===== src/rtl/sil9011_i2c_pkg.sv =====
// Shared types and constants for the SIL9011 control-port I2C responder.
package sil9011_i2c_pkg;

    // Protocol phases of the responder; ACK states cover the 9th SCL clock.
    typedef enum logic [3:0] {
        ST_IDLE,
        ST_DEV_ADDR,
        ST_DEV_ACK,
        ST_REG_ADDR,
        ST_REG_ACK,
        ST_WR_DATA,
        ST_WR_ACK,
        ST_RD_DATA,
        ST_RD_ACK,
        ST_IGNORE
    } i2c_state_e;

    localparam logic [6:0] SIL9011_DEV_ADDR = 7'h18;
    localparam logic       I2C_WR           = 1'b0;
    localparam logic       I2C_RD           = 1'b1;
    localparam int         REG_COUNT        = 256;

endpackage


===== src/rtl/i2c_line_filter.sv =====
// Conditions one open-drain I2C line: 2-flop synchronizer, a hold-time
// glitch filter and single-cycle rise/fall pulses on the filtered level.
module i2c_line_filter #(
    parameter int FILTER_LEN = 4
) (
    input  logic clk_i,
    input  logic rst_i,
    input  logic line_i,
    output logic level_o,
    output logic rise_o,
    output logic fall_o
);

    localparam int CW = $clog2(FILTER_LEN + 1);

    logic          sync1_q;
    logic          sync2_q;
    logic          filt_q;
    logic          prev_q;
    logic [CW-1:0] cnt_q;

    // Synchronize the pad, then accept a new level only after it has been
    // seen for FILTER_LEN consecutive clocks; idle bus level is high.
    always_ff @(posedge clk_i) begin
        if (rst_i) begin
            sync1_q <= 1'b1;
            sync2_q <= 1'b1;
            filt_q  <= 1'b1;
            prev_q  <= 1'b1;
            cnt_q   <= '0;
        end else begin
            sync1_q <= line_i;
            sync2_q <= sync1_q;
            prev_q  <= filt_q;
            if (sync2_q == filt_q) begin
                cnt_q <= '0;
            end else if (cnt_q == CW'(FILTER_LEN - 1)) begin
                filt_q <= sync2_q;
                cnt_q  <= '0;
            end else begin
                cnt_q <= cnt_q + 1'b1;
            end
        end
    end

    assign level_o = filt_q;
    assign rise_o  = filt_q & ~prev_q;
    assign fall_o  = ~filt_q & prev_q;

endmodule


===== src/rtl/sil9011_i2c_responder.sv =====
// I2C target model of the SIL9011 control port: a 256 x 8 register file
// reachable through register writes and random/sequential reads.
module sil9011_i2c_responder
    import sil9011_i2c_pkg::*;
#(
    parameter logic [6:0] DEV_ADDR   = SIL9011_DEV_ADDR,
    parameter int         FILTER_LEN = 4
) (
    input  logic       CLK,
    input  logic       RST,
    input  logic       SCL_IN,
    input  logic       SDA_IN,
    output logic       SDA_OE,
    output logic       REG_WR_STROBE,
    output logic [7:0] REG_WR_ADDR,
    output logic [7:0] REG_WR_DATA,
    output logic       BUSY,
    input  logic [7:0] DBG_ADDR,
    output logic [7:0] DBG_DATA
);

    // Write-commit interface: REG_WR_STROBE is a one-CLK valid pulse with no
    // ready; REG_WR_ADDR/REG_WR_DATA are stable while it is high and the
    // register file takes the value on the clock edge that ends the pulse.

    logic scl_lvl, scl_rise, scl_fall;
    logic sda_lvl, sda_rise, sda_fall;
    logic start_det, stop_det;

    i2c_state_e state_q, state_d;
    logic [3:0] cnt_q, cnt_d;
    logic [7:0] shift_q, shift_d;
    logic [7:0] ptr_q, ptr_d;
    logic       oe_q, oe_d;
    logic       busy_q, busy_d;
    logic       strobe_q, strobe_d;
    logic [7:0] wr_addr_q, wr_addr_d;
    logic [7:0] wr_data_q, wr_data_d;
    logic [7:0] regs_q [REG_COUNT];

    logic [7:0] byte_in;
    logic [7:0] rd_byte;

    i2c_line_filter #(.FILTER_LEN(FILTER_LEN)) u_scl_filter (
        .clk_i  (CLK),
        .rst_i  (RST),
        .line_i (SCL_IN),
        .level_o(scl_lvl),
        .rise_o (scl_rise),
        .fall_o (scl_fall)
    );

    i2c_line_filter #(.FILTER_LEN(FILTER_LEN)) u_sda_filter (
        .clk_i  (CLK),
        .rst_i  (RST),
        .line_i (SDA_IN),
        .level_o(sda_lvl),
        .rise_o (sda_rise),
        .fall_o (sda_fall)
    );

    assign start_det = sda_fall & scl_lvl;
    assign stop_det  = sda_rise & scl_lvl;
    assign byte_in   = {shift_q[6:0], sda_lvl};
    assign rd_byte   = regs_q[ptr_q];

    // Next-state logic: START/STOP override everything, otherwise bits are
    // sampled on SCL rise and SDA_OE only moves on SCL fall.
    always_comb begin
        state_d   = state_q;
        cnt_d     = cnt_q;
        shift_d   = shift_q;
        ptr_d     = ptr_q;
        oe_d      = oe_q;
        busy_d    = busy_q;
        strobe_d  = 1'b0;
        wr_addr_d = wr_addr_q;
        wr_data_d = wr_data_q;

        if (start_det) begin
            state_d = ST_DEV_ADDR;
            cnt_d   = 4'd0;
            oe_d    = 1'b0;
            busy_d  = 1'b1;
        end else if (stop_det) begin
            state_d = ST_IDLE;
            cnt_d   = 4'd0;
            oe_d    = 1'b0;
            busy_d  = 1'b0;
        end else begin
            unique case (state_q)
                ST_DEV_ADDR: begin
                    if (scl_rise) begin
                        shift_d = byte_in;
                        if (cnt_q == 4'd7) begin
                            cnt_d   = 4'd0;
                            state_d = (byte_in[7:1] == DEV_ADDR) ? ST_DEV_ACK : ST_IGNORE;
                        end else begin
                            cnt_d = cnt_q + 4'd1;
                        end
                    end
                end
                ST_REG_ADDR: begin
                    if (scl_rise) begin
                        shift_d = byte_in;
                        if (cnt_q == 4'd7) begin
                            cnt_d   = 4'd0;
                            ptr_d   = byte_in;
                            state_d = ST_REG_ACK;
                        end else begin
                            cnt_d = cnt_q + 4'd1;
                        end
                    end
                end
                ST_WR_DATA: begin
                    if (scl_rise) begin
                        shift_d = byte_in;
                        if (cnt_q == 4'd7) begin
                            cnt_d     = 4'd0;
                            strobe_d  = 1'b1;
                            wr_addr_d = ptr_q;
                            wr_data_d = byte_in;
                            state_d   = ST_WR_ACK;
                        end else begin
                            cnt_d = cnt_q + 4'd1;
                        end
                    end
                end
                // cnt 0: waiting for the fall that starts ACK; cnt 1: 9th rise seen.
                ST_DEV_ACK, ST_REG_ACK, ST_WR_ACK: begin
                    if (scl_fall && cnt_q == 4'd0) begin
                        oe_d = 1'b1;
                    end else if (scl_rise) begin
                        cnt_d = 4'd1;
                    end else if (scl_fall && cnt_q == 4'd1) begin
                        cnt_d = 4'd0;
                        oe_d  = 1'b0;
                        if (state_q == ST_DEV_ACK) begin
                            if (shift_q[0] == I2C_WR) begin
                                state_d = ST_REG_ADDR;
                            end else begin
                                state_d = ST_RD_DATA;
                                shift_d = rd_byte;
                                oe_d    = ~rd_byte[7];
                            end
                        end else if (state_q == ST_REG_ACK) begin
                            state_d = ST_WR_DATA;
                        end else begin
                            ptr_d   = ptr_q + 8'd1;
                            state_d = ST_WR_DATA;
                        end
                    end
                end
                ST_RD_DATA: begin
                    if (scl_rise) begin
                        cnt_d = cnt_q + 4'd1;
                    end else if (scl_fall) begin
                        if (cnt_q == 4'd8) begin
                            cnt_d   = 4'd0;
                            oe_d    = 1'b0;
                            ptr_d   = ptr_q + 8'd1;
                            state_d = ST_RD_ACK;
                        end else begin
                            shift_d = {shift_q[6:0], 1'b0};
                            oe_d    = ~shift_q[6];
                        end
                    end
                end
                ST_RD_ACK: begin
                    if (scl_rise) begin
                        if (sda_lvl) begin
                            state_d = ST_IGNORE;
                        end else begin
                            cnt_d = 4'd1;
                        end
                    end else if (scl_fall && cnt_q == 4'd1) begin
                        cnt_d   = 4'd0;
                        state_d = ST_RD_DATA;
                        shift_d = rd_byte;
                        oe_d    = ~rd_byte[7];
                    end
                end
                default: ;
            endcase
        end
    end

    // Protocol state registers; reset aborts any transfer and releases SDA.
    always_ff @(posedge CLK) begin
        if (RST) begin
            state_q   <= ST_IDLE;
            cnt_q     <= 4'd0;
            shift_q   <= 8'h00;
            ptr_q     <= 8'h00;
            oe_q      <= 1'b0;
            busy_q    <= 1'b0;
            strobe_q  <= 1'b0;
            wr_addr_q <= 8'h00;
            wr_data_q <= 8'h00;
        end else begin
            state_q   <= state_d;
            cnt_q     <= cnt_d;
            shift_q   <= shift_d;
            ptr_q     <= ptr_d;
            oe_q      <= oe_d;
            busy_q    <= busy_d;
            strobe_q  <= strobe_d;
            wr_addr_q <= wr_addr_d;
            wr_data_q <= wr_data_d;
        end
    end

    // Register file, written from the committed strobe so it lands one CLK later.
    always_ff @(posedge CLK) begin
        if (RST) begin
            for (int i = 0; i < REG_COUNT; i++) begin
                regs_q[i] <= 8'h00;
            end
        end else if (strobe_q) begin
            regs_q[wr_addr_q] <= wr_data_q;
        end
    end

    assign SDA_OE        = oe_q;
    assign REG_WR_STROBE = strobe_q;
    assign REG_WR_ADDR   = wr_addr_q;
    assign REG_WR_DATA   = wr_data_q;
    assign BUSY          = busy_q;
    assign DBG_DATA      = regs_q[DBG_ADDR];

endmodule


===== config.mk =====
export PLATFORM = sky130hd
export DESIGN_NAME = sil9011_i2c_responder
export DESIGN_NICKNAME = d
export VERILOG_FILES = /design/src/rtl/sil9011_i2c_pkg.sv /design/src/rtl/i2c_line_filter.sv /design/src/rtl/sil9011_i2c_responder.sv
export SDC_FILE = /design/constraint.sdc
export NUM_CORES = 2
export LEC_CHECK = 0
export ABC_AREA = 1
export BUFFER_PORTS_ARGS = -buffer_cell sky130_fd_sc_hd__buf_2
export CORE_AREA = 4 4 497 621
export CTS_BUF_LIST = sky130_fd_sc_hd__clkbuf_8 sky130_fd_sc_hd__clkbuf_16
export DETAILED_ROUTE_END_ITERATION = 12
export DIE_AREA = 0 0 501 625
export PLACE_DENSITY = 0.51
export SKIP_CTS_REPAIR_TIMING = 1
export SLEW_MARGIN = 30
export SYNTH_ARGS = -nofsm -noshare
export SYNTH_HDL_FRONTEND = slang
export SYNTH_HIERARCHICAL = 1
export SYNTH_SLANG_ARGS = --single-unit
export TNS_END_PERCENT = 10

===== constraint.sdc =====
create_clock -name CLK -period 2.4 [get_ports CLK]
set_input_delay 0.12 -clock CLK [delete_from_list [all_inputs] [get_ports CLK]]
set_output_delay 0.12 -clock CLK [all_outputs]
set_load 0.03 [all_outputs]

==> tab_implementation.tex <==
\begin{tabular}{lr}
\hline
Metric & Value \\
\hline
\multicolumn{2}{l}{\textbf{Logic synthesis}} \\
\quad Number of enable-type register cells in the synthesized netlist & 2,048 \\
\quad Post-synthesis instance total & 13,996 \\
\quad Average cell area after synthesis & 8.182 um\^{}2 \\
\quad Count of synthesis-stage warnings from yosys & 6 \\
\quad Part of the Yosys area used for sequential elements & 0.5482 \\
\quad Post-synthesis instance area & 0.1145 mm\^{}2 \\
\quad Post-synth top flop & sky130\_fd\_sc\_hd\_\_edfxtp\_1 \\
\quad Async S/R FF share, synth & 0 \\
\quad Flip-flop and latch count after synthesis & 2,112 \\
\quad Synth Net Count & 14,016 \\
\quad Distinct cells, synth & 44 \\
\multicolumn{2}{l}{\textbf{Die}} \\
\quad CORE AREA & 0.3028 mm\^{}2 \\
\quad Overall die area & 0.3131 mm\^{}2 \\
\quad Die Y & 625 um \\
\quad Boundary pin count & 39 \\
\quad Starting density of the core & 0.3781 \\
\quad Number of placement rows & 226 \\
\quad Chip width & 501 um \\
\multicolumn{2}{l}{\textbf{Pwr}} \\
\quad Power density over the cells & 682.3 mW/mm\^{}2 \\
\quad Leakage power total & 52.26 nW \\
\quad Maximum VDD drop & 0.6215 mV \\
\multicolumn{2}{l}{\textbf{Worst hold path}} \\
\quad Worst hold path cell count & 4 \\
\quad Worst-case hold path end point & REG\_WR\_STROBE\$\_SDFF\_PP0\_ \\
\quad Type of the worst min-delay path & primary input to flop \\
\quad Launch instance of the worst min-delay path & RST \\
\multicolumn{2}{l}{\textbf{Global routing}} \\
\quad Initial antenna violation count & 18 \\
\quad Pin count of the biggest net entering global routing & 78 \\
\quad First-pass GRT wire length & 739.8 mm \\
\quad Global-route usage over all layers & 0.3214 \\
\quad Grt ovf & 0 \\
\quad Vias in the first global route & 104,918 \\
\multicolumn{2}{l}{\textbf{Setup path}} \\
\quad Flop-to-flop setup slack & -0.35 ns \\
\quad WS Path Type & flop to output pin \\
\quad Capturing point of the worst reg2reg path & shift\_q[4]\$\_SDFFE\_PP0P\_ \\
\quad Data arrival time of the worst path & 3.00 ns \\
\quad Maximum fanout count along the critical path & 2 \\
\quad Critical path endpoint category & output pin \\
\quad Crit path launch type & flop \\
\quad Length in cells of the worst reg-to-reg path & 20 \\
\quad Critical path required time & 2.28 ns \\
\multicolumn{2}{l}{\textbf{STA}} \\
\quad Clock period minus worst slack & 3.119 ns \\
\quad Setup repair after global routing missed its margin & yes \\
\quad Worst-Margin Slew & 1.175 ns \\
\quad Pins over their slew limit & 0 \\
\quad Maximum clock skew at final layout & 0.08624 ns \\
\quad Fin. Hold Viols & 0 \\
\quad Final worst-path setup slack & -0.7192 ns \\
\quad Headroom to the max-slew limit & 0.2167 \\
\quad Maximum frequency from static timing analysis & 0.3206 GHz \\
\quad Crit share post-route & 1.300 \\
\quad Worst Hold Slack & 0.3025 ns \\
\quad Count of final setup violators & 32 \\
\multicolumn{2}{l}{\textbf{Detailed routing}} \\
\quad Number of DRC markers in iteration 0 & 15,925 \\
\quad DRC viols & 0 \\
\quad Routed len/inst & 28.58 um \\
\quad Detailed-routing iteration count for the pre-antenna-repair pass & 9 \\
\quad Vias & 112,499 \\
\quad Post-Route WL & 537.2 mm \\
\quad Antenna-violating nets left & 0 \\
\quad Vias per std cell & 5.984 \\
\multicolumn{2}{l}{\textbf{CTS}} \\
\quad Max H-tree Level & 4 \\
\quad CTS tree & yes \\
\quad Root buf cell & sky130\_fd\_sc\_hd\_\_clkbuf\_16 \\
\quad Skew-Pair Late Insertion Delay & 0.94 ns \\
\quad Buffer levels on the longest clock path & 4 \\
\quad Total CTS buffers & 235 \\
\quad CTS clk-pin slew, worst paths & 0.06 ns \\
\quad Sink count of the clock tree & 2,112 \\
\multicolumn{2}{l}{\textbf{Flow run}} \\
\quad Reported max-cap violation count & 0 \\
\multicolumn{2}{l}{\textbf{Place}} \\
\quad Last weighted congestion value of the routability-driven placer & 0.9988 \\
\quad Placed wire-length estimate & 359.8 mm \\
\quad PortBufs & 38 \\
\quad Placed instance area & 0.1301 mm\^{}2 \\
\quad Worst slack at placement & -1.263 ns \\
\multicolumn{2}{l}{\textbf{Cells and area}} \\
\quad Post-route core utilization & 0.4805 \\
\quad Layout Area Growth over Synthesis & 27.06\% \\
\quad Share of final-layout standard cells stronger than drive strength 1 & 0.1844 \\
\quad Fin nets & 14,629 \\
\quad Layout Cell Area excl Fill & 0.1455 mm\^{}2 \\
\multicolumn{2}{l}{\textbf{Run status}} \\
\quad Result of the run & finished, violations left \\
\quad Violated checks & negative setup slack \\
\hline
\end{tabular}
-- metal layers --
| layer | vias to the layer above | routed length, um | global-route usage |
|---|---|---|---|
| met3 | 1586 | 50300 | 0.05636 |
| met1 | 54629 | 201500 | 0.4047 |
| met2 | 7059 | 248600 | 0.5228 |
| met5 | - | 45 | 0 |
| met4 | 8 | 36720 | 0.1804 |
| li1 | 49217 | - | - |
-- final cells by class --
class / instances / area, um^2
fill: 28597 / 157300
clock inverter: 183 / 1861
clock buffer: 239 / 5969
timing repair buffer: 1569 / 18820
inverter: 91 / 504.2
multi-input combinational: 10599 / 50490
antenna: 15 / 37.54
sequential: 2112 / 62800
timing repair inverter: 1 / 20.02
tap: 3990 / 4992
-- per-stage QoR --
stage / cells / power [W] / TNS (ns)
floorplan: 13996 / 0.05172 / 0
global placement: 18189 / 0.05922 / -15.65
detailed placement: 18189 / 0.05925 / -14.53
CTS: 18611 / 0.09675 / -17.87
global route: 18788 / 0.1023 / -8.785
finish: 18799 / 0.09927 / -7.421
-- sequential cells by signal, summed over array words and instances (netlist names), 3 cells and up, named ones only --
register / cells
cnt_q: 4
u_sda_filter/cnt_q: 3
ptr_q: 8
regs_q: 2048
REG_WR_DATA: 8
state_q: 4
shift_q: 7
u_scl_filter/cnt_q: 3
REG_WR_ADDR: 8
-- Yosys cell counts (11+ instances only) --
library cell               count  area share
sky130_fd_sc_hd__inv_2        11     0.00036
sky130_fd_sc_hd__o22ai_1     514       0.028
sky130_fd_sc_hd__edfxtp_1   2048        0.54
sky130_fd_sc_hd__nand2_1    3238        0.11
sky130_fd_sc_hd__nor2_1     3139        0.10
sky130_fd_sc_hd__nor3_1       24      0.0010
sky130_fd_sc_hd__clkbuf_1    640       0.021
sky130_fd_sc_hd__buf_6        30      0.0029
sky130_fd_sc_hd__o21ai_1      26      0.0011
sky130_fd_sc_hd__buf_4        49      0.0032
sky130_fd_sc_hd__o21ai_0    1042       0.046
sky130_fd_sc_hd__nand3_1    2495        0.11
sky130_fd_sc_hd__dfxtp_1      64       0.011
sky130_fd_sc_hd__inv_1        69      0.0023
sky130_fd_sc_hd__a21oi_1      48      0.0021
sky130_fd_sc_hd__buf_1        79      0.0026
sky130_fd_sc_hd__buf_2       391       0.017
-- power breakdown --
part	leakage, nW	total, W	switching, W	internal [W]
Sequential	20.0	0.0437	0.00144	0.0423
Clock	3.86	0.0377	0.0160	0.0217
Combinational	28.4	0.0179	0.0113	0.00658
-- worst max path at each step --
stage | start | end
after floorplan | REG_WR_ADDR[3]$_SDFFE_PP0P_ | regs_q[127][0]$_SDFFCE_PN0P_
after global routing | regs_q[246][0]$_SDFFCE_PN0P_ | DBG_DATA[0]
final | regs_q[208][0]$_SDFFCE_PN0P_ | DBG_DATA[0]
after CTS | regs_q[230][4]$_SDFFCE_PN0P_ | DBG_DATA[4]
after detailed placement | DBG_ADDR[0] | DBG_DATA[4]
after global placement | DBG_ADDR[0] | DBG_DATA[4]
-- cell usage in the layout (no fill, tap or decap), types with 31 or more instances in the layout --
cell	instances
sky130_fd_sc_hd__buf_16	37
sky130_fd_sc_hd__buf_6	59
sky130_fd_sc_hd__buf_8	31
sky130_fd_sc_hd__o22ai_1	493
sky130_fd_sc_hd__buf_12	411
sky130_fd_sc_hd__clkinv_2	42
sky130_fd_sc_hd__nor2_1	3125
sky130_fd_sc_hd__edfxtp_1	2048
sky130_fd_sc_hd__o21ai_0	854
sky130_fd_sc_hd__nand3_1	1938
sky130_fd_sc_hd__nand2_2	71
sky130_fd_sc_hd__clkbuf_16	281
sky130_fd_sc_hd__nand3_4	121
sky130_fd_sc_hd__nand3_2	439
sky130_fd_sc_hd__a21oi_1	42
sky130_fd_sc_hd__nand2_4	36
sky130_fd_sc_hd__o21ai_1	197
sky130_fd_sc_hd__inv_1	75
sky130_fd_sc_hd__clkinv_1	49
sky130_fd_sc_hd__dfxtp_1	55
sky130_fd_sc_hd__nand2_1	3133
sky130_fd_sc_hd__buf_4	956
sky130_fd_sc_hd__bufinv_16	34
-- critical path, stage by stage, from the launching register on --
cell                       delay (ns)
sky130_fd_sc_hd__edfxtp_1        0.39
sky130_fd_sc_hd__nor2_1          0.07
sky130_fd_sc_hd__o22ai_1         0.23
sky130_fd_sc_hd__nand2_1         0.14
sky130_fd_sc_hd__nand3_1         0.10
sky130_fd_sc_hd__nand3_2         0.15
sky130_fd_sc_hd__nand3_1         0.14
sky130_fd_sc_hd__buf_4           0.13
sky130_fd_sc_hd__nand3_4         0.13
sky130_fd_sc_hd__nand3_4         0.14
sky130_fd_sc_hd__and2_4          0.28
sky130_fd_sc_hd__buf_8           0.15
-- kinds of logic (layout without fill, tap and decap cells) --
| group | Yosys count | after routing | share of synthesized area |
|---|---|---|---|
| fa+ha+maj | 8 | 8 | 0.0008741 |
| xor+xnor | 4 | 4 | 0.0003060 |
| other cells | 0 | 15 | 0 |
| flops | 2112 | 2112 | 0.5482 |
| compound gates | 1645 | 1645 | 0.07785 |
| simple gates | 8942 | 8942 | 0.3221 |
| buf+inv | 1285 | 2083 | 0.05063 |
Note: power is estimated with default switching activity, not from simulation.
